## config.mk

```make
export PLATFORM = sky130hd
export DESIGN_NAME = weight_stream_reader
export DESIGN_NICKNAME = d
export VERILOG_FILES = /design/src/rtl/weight_stream_reader.sv
export SDC_FILE = /design/constraint.sdc
export NUM_CORES = 1
export LEC_CHECK = 0
export ABC_CLOCK_PERIOD_IN_PS = 3600
export BUFFER_PORTS_ARGS = -buffer_cell sky130_fd_sc_hd__buf_4
export CAP_MARGIN = 20
export CORE_UTILIZATION = 55
export CTS_BUF_LIST = sky130_fd_sc_hd__clkbuf_4
export CTS_CLUSTER_SIZE = 12
export DETAILED_ROUTE_END_ITERATION = 8
export PLACE_DENSITY = 0.87
export SYNTH_ARGS = -nofsm -noshare
export SYNTH_HDL_FRONTEND = slang
export SYNTH_SLANG_ARGS = --single-unit
export TNS_END_PERCENT = 10
```

## constraint.sdc

```tcl
create_clock -name i_clk -period 3.6 [get_ports i_clk]
set_input_delay 0.36 -clock i_clk [delete_from_list [all_inputs] [get_ports i_clk]]
set_output_delay 0.36 -clock i_clk [all_outputs]
set_load 0.05 [all_outputs]
```

## src/rtl/weight_stream_reader.sv

```systemverilog
// weight_stream_reader
//   Read-side sequencer for a single-port weight BRAM with a negedge read port.
//   On an accepted START it issues DEPTH sequential reads from address 0 and
//   streams the words to the neuron MAC over a valid/ready handshake. A 2-entry
//   output buffer absorbs the one-cycle read latency and MAC backpressure.
//   The BRAM is never written.
//
//   Optional feature: define WSR_CHECKSUM_EN to add o_checksum, the XOR of every
//   word handshaken in the current pass (cleared on START accept).
`timescale 1ns/1ps

module weight_stream_reader #(
  parameter int DEPTH  = 28,
  parameter int ADDR_W = 5,
  parameter int DATA_W = 16
) (
  input  logic              i_clk,
  input  logic              i_rst,
  input  logic              i_start,
  output logic              o_busy,
  output logic              o_done,
  output logic [ADDR_W-1:0] o_bram_addr,
  output logic              o_bram_en,
  output logic              o_bram_we,
  input  logic [DATA_W-1:0] i_bram_do,
  output logic [DATA_W-1:0] o_w_data,
  output logic              o_w_valid,
  input  logic              i_w_ready,
  output logic              o_w_last,
  output logic [ADDR_W-1:0] o_w_idx
`ifdef WSR_CHECKSUM_EN
  ,
  output logic [DATA_W-1:0] o_checksum
`endif
);

  // One extra bit so that DEPTH == 2**ADDR_W is reachable without wrapping.
  localparam int                CNT_W    = ADDR_W + 1;
  localparam logic [CNT_W-1:0]  DEPTH_C  = CNT_W'(DEPTH);
  localparam logic [ADDR_W-1:0] LAST_IDX = ADDR_W'(DEPTH - 1);

  typedef enum logic [1:0] {
    S_IDLE = 2'd0,
    S_RUN  = 2'd1,
    S_FIN  = 2'd2
  } state_t;

  // One buffered word together with where it came from.
  typedef struct packed {
    logic [DATA_W-1:0] data;
    logic [ADDR_W-1:0] idx;
    logic              last;
  } entry_t;

  state_t            r_state;
  state_t            w_state_next;

  logic [CNT_W-1:0]  r_rd_ptr;
  logic              r_bram_en;
  logic [ADDR_W-1:0] r_bram_addr;

  logic [1:0]        r_occ;
  entry_t            r_head;
  entry_t            r_tail;
  entry_t            w_new;

  logic              w_start_acc;
  logic              w_pop;
  logic              w_push;
  logic              w_issue;
  logic [2:0]        w_level;

  // A read issued on the previous edge returns its data on this edge, so the
  // registered enable doubles as the "one read in flight" flag.
  assign w_push = r_bram_en;

  // The in-flight read is tagged with the address it was issued to.
  assign w_new = {i_bram_do, r_bram_addr, (r_bram_addr == LAST_IDX)};

  // FSM state register.
  always_ff @(posedge i_clk or posedge i_rst) begin
    if (i_rst) begin
      r_state <= S_IDLE;
    end else begin
      r_state <= w_state_next;
    end
  end

  // Next-state, handshake and read-issue decisions.
  always_comb begin
    w_state_next = r_state;
    w_start_acc  = 1'b0;
    w_issue      = 1'b0;
    w_pop        = (r_occ != 2'd0) && i_w_ready;
    // Buffer occupancy plus in-flight read after this cycle's pop; a new read
    // may only be issued if the result still leaves room for it.
    w_level      = {1'b0, r_occ} + {2'b00, r_bram_en} - {2'b00, w_pop};
    case (r_state)
      S_IDLE: begin
        if (i_start) begin
          w_start_acc  = 1'b1;
          w_state_next = S_RUN;
        end
      end
      S_RUN: begin
        w_issue = (r_rd_ptr < DEPTH_C) && (w_level < 3'd2);
        if (w_pop && r_head.last) begin
          w_state_next = S_FIN;
        end
      end
      S_FIN: begin
        w_state_next = S_IDLE;
      end
      default: begin
        w_state_next = S_IDLE;
      end
    endcase
  end

  // Read pointer and BRAM port registers; the address holds after the last read.
  always_ff @(posedge i_clk or posedge i_rst) begin
    if (i_rst) begin
      r_rd_ptr    <= '0;
      r_bram_en   <= 1'b0;
      r_bram_addr <= '0;
    end else begin
      r_bram_en <= w_issue;
      if (w_start_acc) begin
        r_rd_ptr <= '0;
      end else if (w_issue) begin
        r_rd_ptr    <= r_rd_ptr + CNT_W'(1);
        r_bram_addr <= r_rd_ptr[ADDR_W-1:0];
      end
    end
  end

  // Two-entry output FIFO; the head entry drives the MAC interface.
  always_ff @(posedge i_clk or posedge i_rst) begin
    if (i_rst) begin
      r_occ  <= 2'd0;
      r_head <= '0;
      r_tail <= '0;
    end else begin
      if (w_push && !w_pop) begin
        if (r_occ == 2'd0) begin
          r_head <= w_new;
        end else begin
          r_tail <= w_new;
        end
        r_occ <= r_occ + 2'd1;
      end else if (!w_push && w_pop) begin
        // With one entry the head is simply left stale (valid drops).
        if (r_occ == 2'd2) begin
          r_head <= r_tail;
        end
        r_occ <= r_occ - 2'd1;
      end else if (w_push && w_pop) begin
        // Occupancy stays the same; the issue rule keeps this at one entry,
        // the two-entry branch only keeps the FIFO coherent.
        if (r_occ == 2'd1) begin
          r_head <= w_new;
        end else begin
          r_head <= r_tail;
          r_tail <= w_new;
        end
      end
    end
  end

`ifdef WSR_CHECKSUM_EN
  logic [DATA_W-1:0] r_checksum;

  // Running XOR of every handshaken word in the current pass.
  always_ff @(posedge i_clk or posedge i_rst) begin
    if (i_rst) begin
      r_checksum <= '0;
    end else if (w_start_acc) begin
      r_checksum <= '0;
    end else if (w_pop) begin
      r_checksum <= r_checksum ^ r_head.data;
    end
  end

  assign o_checksum = r_checksum;
`endif

  assign o_busy      = (r_state == S_RUN);
  assign o_done      = (r_state == S_FIN);
  assign o_bram_en   = r_bram_en;
  assign o_bram_addr = r_bram_addr;
  assign o_bram_we   = 1'b0;
  assign o_w_valid   = (r_occ != 2'd0);
  assign o_w_data    = r_head.data;
  assign o_w_idx     = r_head.idx;
  assign o_w_last    = r_head.last & o_w_valid;

endmodule
```

==> qor.csv, run 1 <==
stage,metric,value,unit
layout,diode count,0,
synth,commonest cells in the netlist,"63 x nand2_1, 60 x dfrtp_1, 30 x nor2_1",
synth,post-synthesis cell area,2840,um2
clock_network,"Reg clk slew, reported paths",100,ps
die,die area,5450,um2
pwr,Final Power,3.28,mW
global_route,initial antenna violation count,0,
timing,Setup TNS Final,0,ps
critical_path,slowest CP cell,fa_1,
status,outcome,finished clean,
synth,"EDFF count, synth",0,
clock_network,Clock Sinks,60,
placement,post-DP HPWL,3.54,mm
global_route,pin count of the biggest net entering global routing,45,
critical_path,worst-path cell chain,"inv_1, ha_1, nand2b_1, nor2_1, o21ai_0, fa_1, nand4bb_1, a311o_1, or3_1, a21oi_1",
clock_network,"Hold-fix buffers, CTS",0,
clock_network,TritonCTS clock tree,built,
synth,Netlist cell types,32,
critical_path,Worst Path Max Fanout,9,
detailed_routing,Vias,1977,
detailed_routing,drt first-iter violations,111,
critical_path,"reg-to-reg slack, setup",450,ps
pwr,pwr dens,1030,nW/um2
clock_network,clock tree buffer depth,2,
critical_path,CP Capture Type,flop,
detailed_routing,# DRC,0,
timing,WHS,15.3,ps
critical_path,Critical R2R Launch,r_occ[1],
detailed_routing,Antenna Nets Post-Route,0,
timing,Final period util,87.4,%
clock_network,clk root buf,clkbuf_4,
global_route,first-pass GRT wire length,8.83,mm
synth,syn avg cell area,10.1,um2
pwr,leakage,1.48,nW
layout,share of cells above drive strength 1,29.2,%
synth,largest cells by area after synthesis,"dfrtp_1 53%, mux2_2 8.3%, nand2_1 8.3%",
global_route,vias in the first global route,2013,
global_route,remaining global-route overflow,0,
critical_path,reg-to-reg endpoint,r_rd_ptr[3],
detailed_routing,Via density,5.22,
timing,Setup Skew,11.0,ps
timing,# setup viols final,0,
critical_path,WP depth,10,
run,Max-Cap Viols,0,
detailed_routing,WL final,5.24,mm
synth,"Seq/Total Area, Yosys",52.9,%
clock_network,PostCTS Resize Cnt,0,
synth,top_reg_cell synth,dfrtp_1,
die,Die H,73.8,um
detailed_routing,DR pass1 iterations,5,
synth,cell count after synthesis,282,
clock_network,worst-skew pair later-pin latency,400,ps
pwr,worst ir drop on vdd,594,uV
clock_network,# H-tree levels,3,
timing,worst slew pin tran,1020,ps
timing,Slew Limit Headroom,31.5,%
layout,area delta synth->final,12.0,%
critical_path,CP Data Required Time,3920,ps
synth,share of the synthesized area in the top cell type,52.9,%
clock_network,post-CTS setup buffer count,0,
die,Starting Density,58.6,%
critical_path,CP Buf/Inv Count,1,
die,Row Count,25,
timing,post-route worst setup slack,455,ps
synth,most numerous cell in the Yosys netlist,nand2_1,
die,die width,73.8,um
placement,Setup WS pre-CTS,486,ps
layout,utilization after layout,65.6,%
timing,Final Hold Fails,0,
critical_path,Critical Path AT,3470,ps
placement,gpl congestion,0.816,
global_route,Total GRT Usage,22.1,%
timing,unrepaired setup endpoints after global routing,no,
critical_path,Reg2Reg Depth,10,
critical_path,CP Launch Type,flop,
synth,YS warnings,0,
synth,"area leader, netlist",dfrtp_1,
timing,min Tclk post-route,3150,ps
critical_path,CP top delay family,simple AND/OR/NAND/NOR gates,
synth,Synth Net Count,307,
placement,IO Port Bufs,50,
critical_path,critical path class,reg -> reg,
timing,Final Slew Violations,0,
layout,nets@finish,332,
clock_network,CTS Buf Count,9,
critical_path,CP max stage delay,500,ps
die,IO Pins,52,
die,core box area,4850,um2
synth,Post-synth ARST share,100,%
timing,FMAX,318,MHz
synth,Seq cells post-synth,60,
detailed_routing,Avg WL per Cell,13.8,um
hold_path,worst hold path type,in -> async,
## worst reg2reg max path, cell delays in order (launching register included)
cell and delay, ps:
dfrtp_1 460, inv_1 110, ha_1 300, nand2b_1 240, nor2_1 220, o21ai_0 150
fa_1 500, nand4bb_1 120, a311o_1 450, or3_1 370, a21oi_1 160
## layer usage
| metal | global-route usage, % | vias up | share of wire [%] |
|---|---|---|---|
| li1 | - | 958 | - |
| met1 | 24.8 | 946 | 43 |
| met2 | 38.6 | 64 | 50 |
| met3 | 4.12 | 9 | 4.6 |
| met4 | 13.9 | 0 | 2.0 |
| met5 | 0 | - | 0 |
## report_power, final
part           switching, mW  internal [mW]  leakage, nW
registers              0.188          0.963        0.731
logic                   1.16          0.590        0.690
clock network          0.235          0.142       0.0634
## layout make-up
type                    instances  area (um2)
inverters                       8        30.0
flip-flops and latches         60        1500
clock buffers                  10        75.1
clock inverters                 6        31.3
multi-input cells             176        1070
fillers                       371        1670
well taps                      67        83.8
repair buffers                 52         390
## layout by cell type, fill, tap and decap left out, drive strengths merged, types with 4 or more instances in the layout
master	count
inv	7
a31oi	22
clkbuf	10
nand2	63
clkinv	6
nor2	30
ha	4
mux2	22
nor2b	4
buf	52
nand2b	4
dfrtp	60
## worst max path at each step
stage                         from          end
after floorplan           r_occ[1]  r_rd_ptr[3]
after global placement    r_occ[1]  r_rd_ptr[3]
after detailed placement  r_occ[1]  r_rd_ptr[3]
after CTS                 r_occ[1]  r_rd_ptr[3]
after global routing      r_occ[1]  r_rd_ptr[2]
final                     r_occ[1]  r_rd_ptr[3]
## logic make-up after synthesis
kind of cell               share of synthesized area (%)
and+or+nand+nor                                     16.0
DFF                                                 52.9
buffers and inverters                               10.2
AOI/OAI and AO/OA                                   7.36
muxes                                               9.08
adders and majority gates                           3.17
xor gates and xnor gates                            1.23
other                                              0.132
## flip-flops by register name, summed over array words and instances (netlist names)
name	count
o_bram_addr	5
o_bram_en	1
o_w_data	16
o_w_idx	5
r_head	1
r_occ	2
r_rd_ptr	6
r_state	2
r_tail	22
## stage by stage
stage / area [um2] / std cells
floorplan: 2840 / 282
global placement: 3070 / 363
detailed placement: 3070 / 363
CTS: 3180 / 379
global route: 3180 / 379
finish: 3180 / 379
(Power assumes the default switching activity.)
==> run 2: changes to the inputs <==
Settings changed: CORE_UTILIZATION 55 to 24, PLACE_DENSITY 0.87 to 0.49, REMOVE_ABC_BUFFERS from default to 1.
==> run 2 against run 1 <==
Compared with the run above:
- clock skew grew 5.8 ps
- worst setup slack gained 10 ps
- first-iteration DRC count shrank 15%
- final cell count grew 21%
- critical endpoint unchanged
==> qor.csv, run 2 (synthesis results as in run 1) <==
stage,metric,value,unit,change
layout,max reg flops,22,,unchanged
timing,unrepaired setup endpoints after global routing,no,,
detailed_routing,met3 routed WL,352,um,+46%
timing,# setup viols final,0,,unchanged
clock_network,worst-skew pair later-pin latency,400,ps,about the same
detailed_routing,DR pass1 iterations,4,,-1
critical_path,Worst Path Max Fanout,9,,unchanged
timing,Final Hold Fails,0,,unchanged
die,die area,12300,um2,+120%
die,IO Pins,52,,unchanged
timing,Slew Limit Headroom,38.2,%,+6.6 points
placement,gpl congestion,0.728,,-11%
clock_network,CTS Buf Count,9,,unchanged
die,die width,111,um,+50%
pwr,pwr dens,1020,nW/um2,-1.4%
critical_path,critical path class,reg -> reg,,
die,Starting Density,24.8,%,-34 points
layout,Non-Filler Instances,458,,+21%
timing,Setup Skew,16.7,ps,+5.76 ps
critical_path,reg-to-reg endpoint,r_rd_ptr[3],,
placement,Cells after DPL,439,,+21%
clock_network,post-CTS setup buffer count,0,,unchanged
timing,worst slew pin tran,928,ps,-96.9 ps
clock_network,"Reg clk slew, reported paths",120,ps,+20 ps
layout,Top reg by flops,r_tail,,
critical_path,Critical R2R Launch,r_occ[1],,
timing,FMAX,319,MHz,+0.33%
critical_path,Critical Path AT,3450,ps,-20 ps
global_route,Total GRT Usage,10.1,%,-12 points
global_route,remaining global-route overflow,0,,unchanged
global_route,first-pass GRT wire length,9.85,mm,+12%
die,core box area,11500,um2,+140%
layout,diode count,0,,unchanged
timing,min Tclk post-route,3130,ps,-10.4 ps
layout,Final Instance Area,3370,um2,+5.9%
timing,Final period util,87.1,%,-0.29 points
critical_path,Reg2Reg Depth,10,,unchanged
detailed_routing,Avg WL per Cell,12.6,um,-8.6%
die,Die H,111,um,+50%
layout,nets@finish,335,,+0.90%
timing,Setup TNS Final,0,ps,unchanged
clock_network,TritonCTS clock tree,built,,
layout,"most common cell after layout, fill and taps aside",nand2_1,,
detailed_routing,WL final,5.79,mm,+10%
layout,share of cells above drive strength 1,29.8,%,+0.67 points
critical_path,CP Data Required Time,3920,ps,about the same
clock_network,clk root buf,clkbuf_4,,
global_route,initial antenna violation count,0,,unchanged
detailed_routing,drt first-iter violations,94,,-15%
clock_network,# H-tree levels,3,,unchanged
detailed_routing,met2 WL post-DR,2.70,mm,+2.5%
die,Row Count,39,,+56%
timing,Final Slew Violations,0,,unchanged
global_route,vias in the first global route,1932,,-4.0%
pwr,leakage,1.52,nW,+2.1%
run,Max-Cap Viols,0,,unchanged
critical_path,"reg-to-reg slack, setup",470,ps,about the same
clock_network,clock tree buffer depth,2,,unchanged
critical_path,CP Capture Type,flop,,
placement,Area after DPL,3170,um2,+3.1%
layout,area delta synth->final,18.6,%,
detailed_routing,Vias,1965,,-0.61%
critical_path,beginning of the critical path,r_occ[1],,
hold_path,worst hold path type,in -> reg,,
clock_network,Clock Sinks,60,,unchanged
status,outcome,finished clean,,
timing,WHS,194,ps,+179 ps
detailed_routing,Metal-1 WL,2.71,mm,+20%
detailed_routing,Antenna Nets Post-Route,0,,unchanged
detailed_routing,top routing layer in use,met4,,
global_route,pin count of the biggest net entering global routing,47,,+4.4%
detailed_routing,Via density,4.29,,-18%
pwr,worst ir drop on vdd,380,uV,-36%
placement,post-DP HPWL,3.83,mm,+8.1%
critical_path,CP Launch Type,flop,,
layout,most frequent cells in the layout,"63 x nand2_1, 60 x dfrtp_1, 52 x buf_4",,
detailed_routing,# DRC,0,,unchanged
placement,IO Port Bufs,50,,unchanged
critical_path,critical path endpoint,r_rd_ptr[3],,
[run 2: how the worst min path moves through the flow]
stage                              from           to  cells after the start
after global routing       i_bram_do[6]   r_tail[12]                      2
after CTS                 i_bram_do[10]   r_tail[16]                      2
after floorplan             r_rd_ptr[5]  r_rd_ptr[5]                      1
after global placement       r_tail[16]   r_tail[16]                      1
final                     i_bram_do[10]   r_tail[16]                      2
after detailed placement     r_tail[16]   r_tail[16]                      1
[run 2: what timing repair did]
action	4_1_cts	5_1_grt
gates resized for setup	0	0
hold buffers	0	1
hold endpoints to repair	0	14
[run 2: report_power, final]
group	total (mW)	switching [mW]	leakage, nW	internal, mW
Combinational	1.80	1.18	0.715	0.623
Sequential	1.14	0.178	0.731	0.961
Clock	0.488	0.273	0.0690	0.215
Total	3.43	1.63	1.52	1.80
[run 2: layout make-up]
cell class | count | area [um2]
Multi-Input combinational cell | 176 | 1070
Sequential cell | 60 | 1500
Clock buffer | 9 | 67.6
Clock inverter | 7 | 75.1
Timing Repair Buffer | 55 | 448
Inverter | 8 | 30.0
Fill cell | 1188 | 8100
Tap cell | 143 | 179
[run 2: per-layer routing]
metal	track usage, %	up-vias
met1	12.9	945
met5	0	-
met2	15.7	50
li1	-	966
met3	4.37	4
met4	2.67	0
[run 2: critical path, stage by stage, from the launching register on]
cell and delay (ps):
dfrtp_1 450, inv_1 100, ha_1 290, nand2b_1 230, nor2_1 210, o21ai_0 150
fa_1 510, nand4bb_1 140, a311o_1 460, or3_1 380, a21oi_1 140
[run 2: per-stage QoR]
step / setup WS [ps] / util (%) / power, mW
2_1_floorplan: 737 / - / 2.42
3_3_place_gp: 602 / 27.6 / 2.91
3_5_place_dp: 481 / 27.6 / 2.94
4_1_cts: 436 / 28.9 / 3.44
5_1_grt: 174 / 29.4 / 3.69
6_report: 465 / 29.4 / 3.43
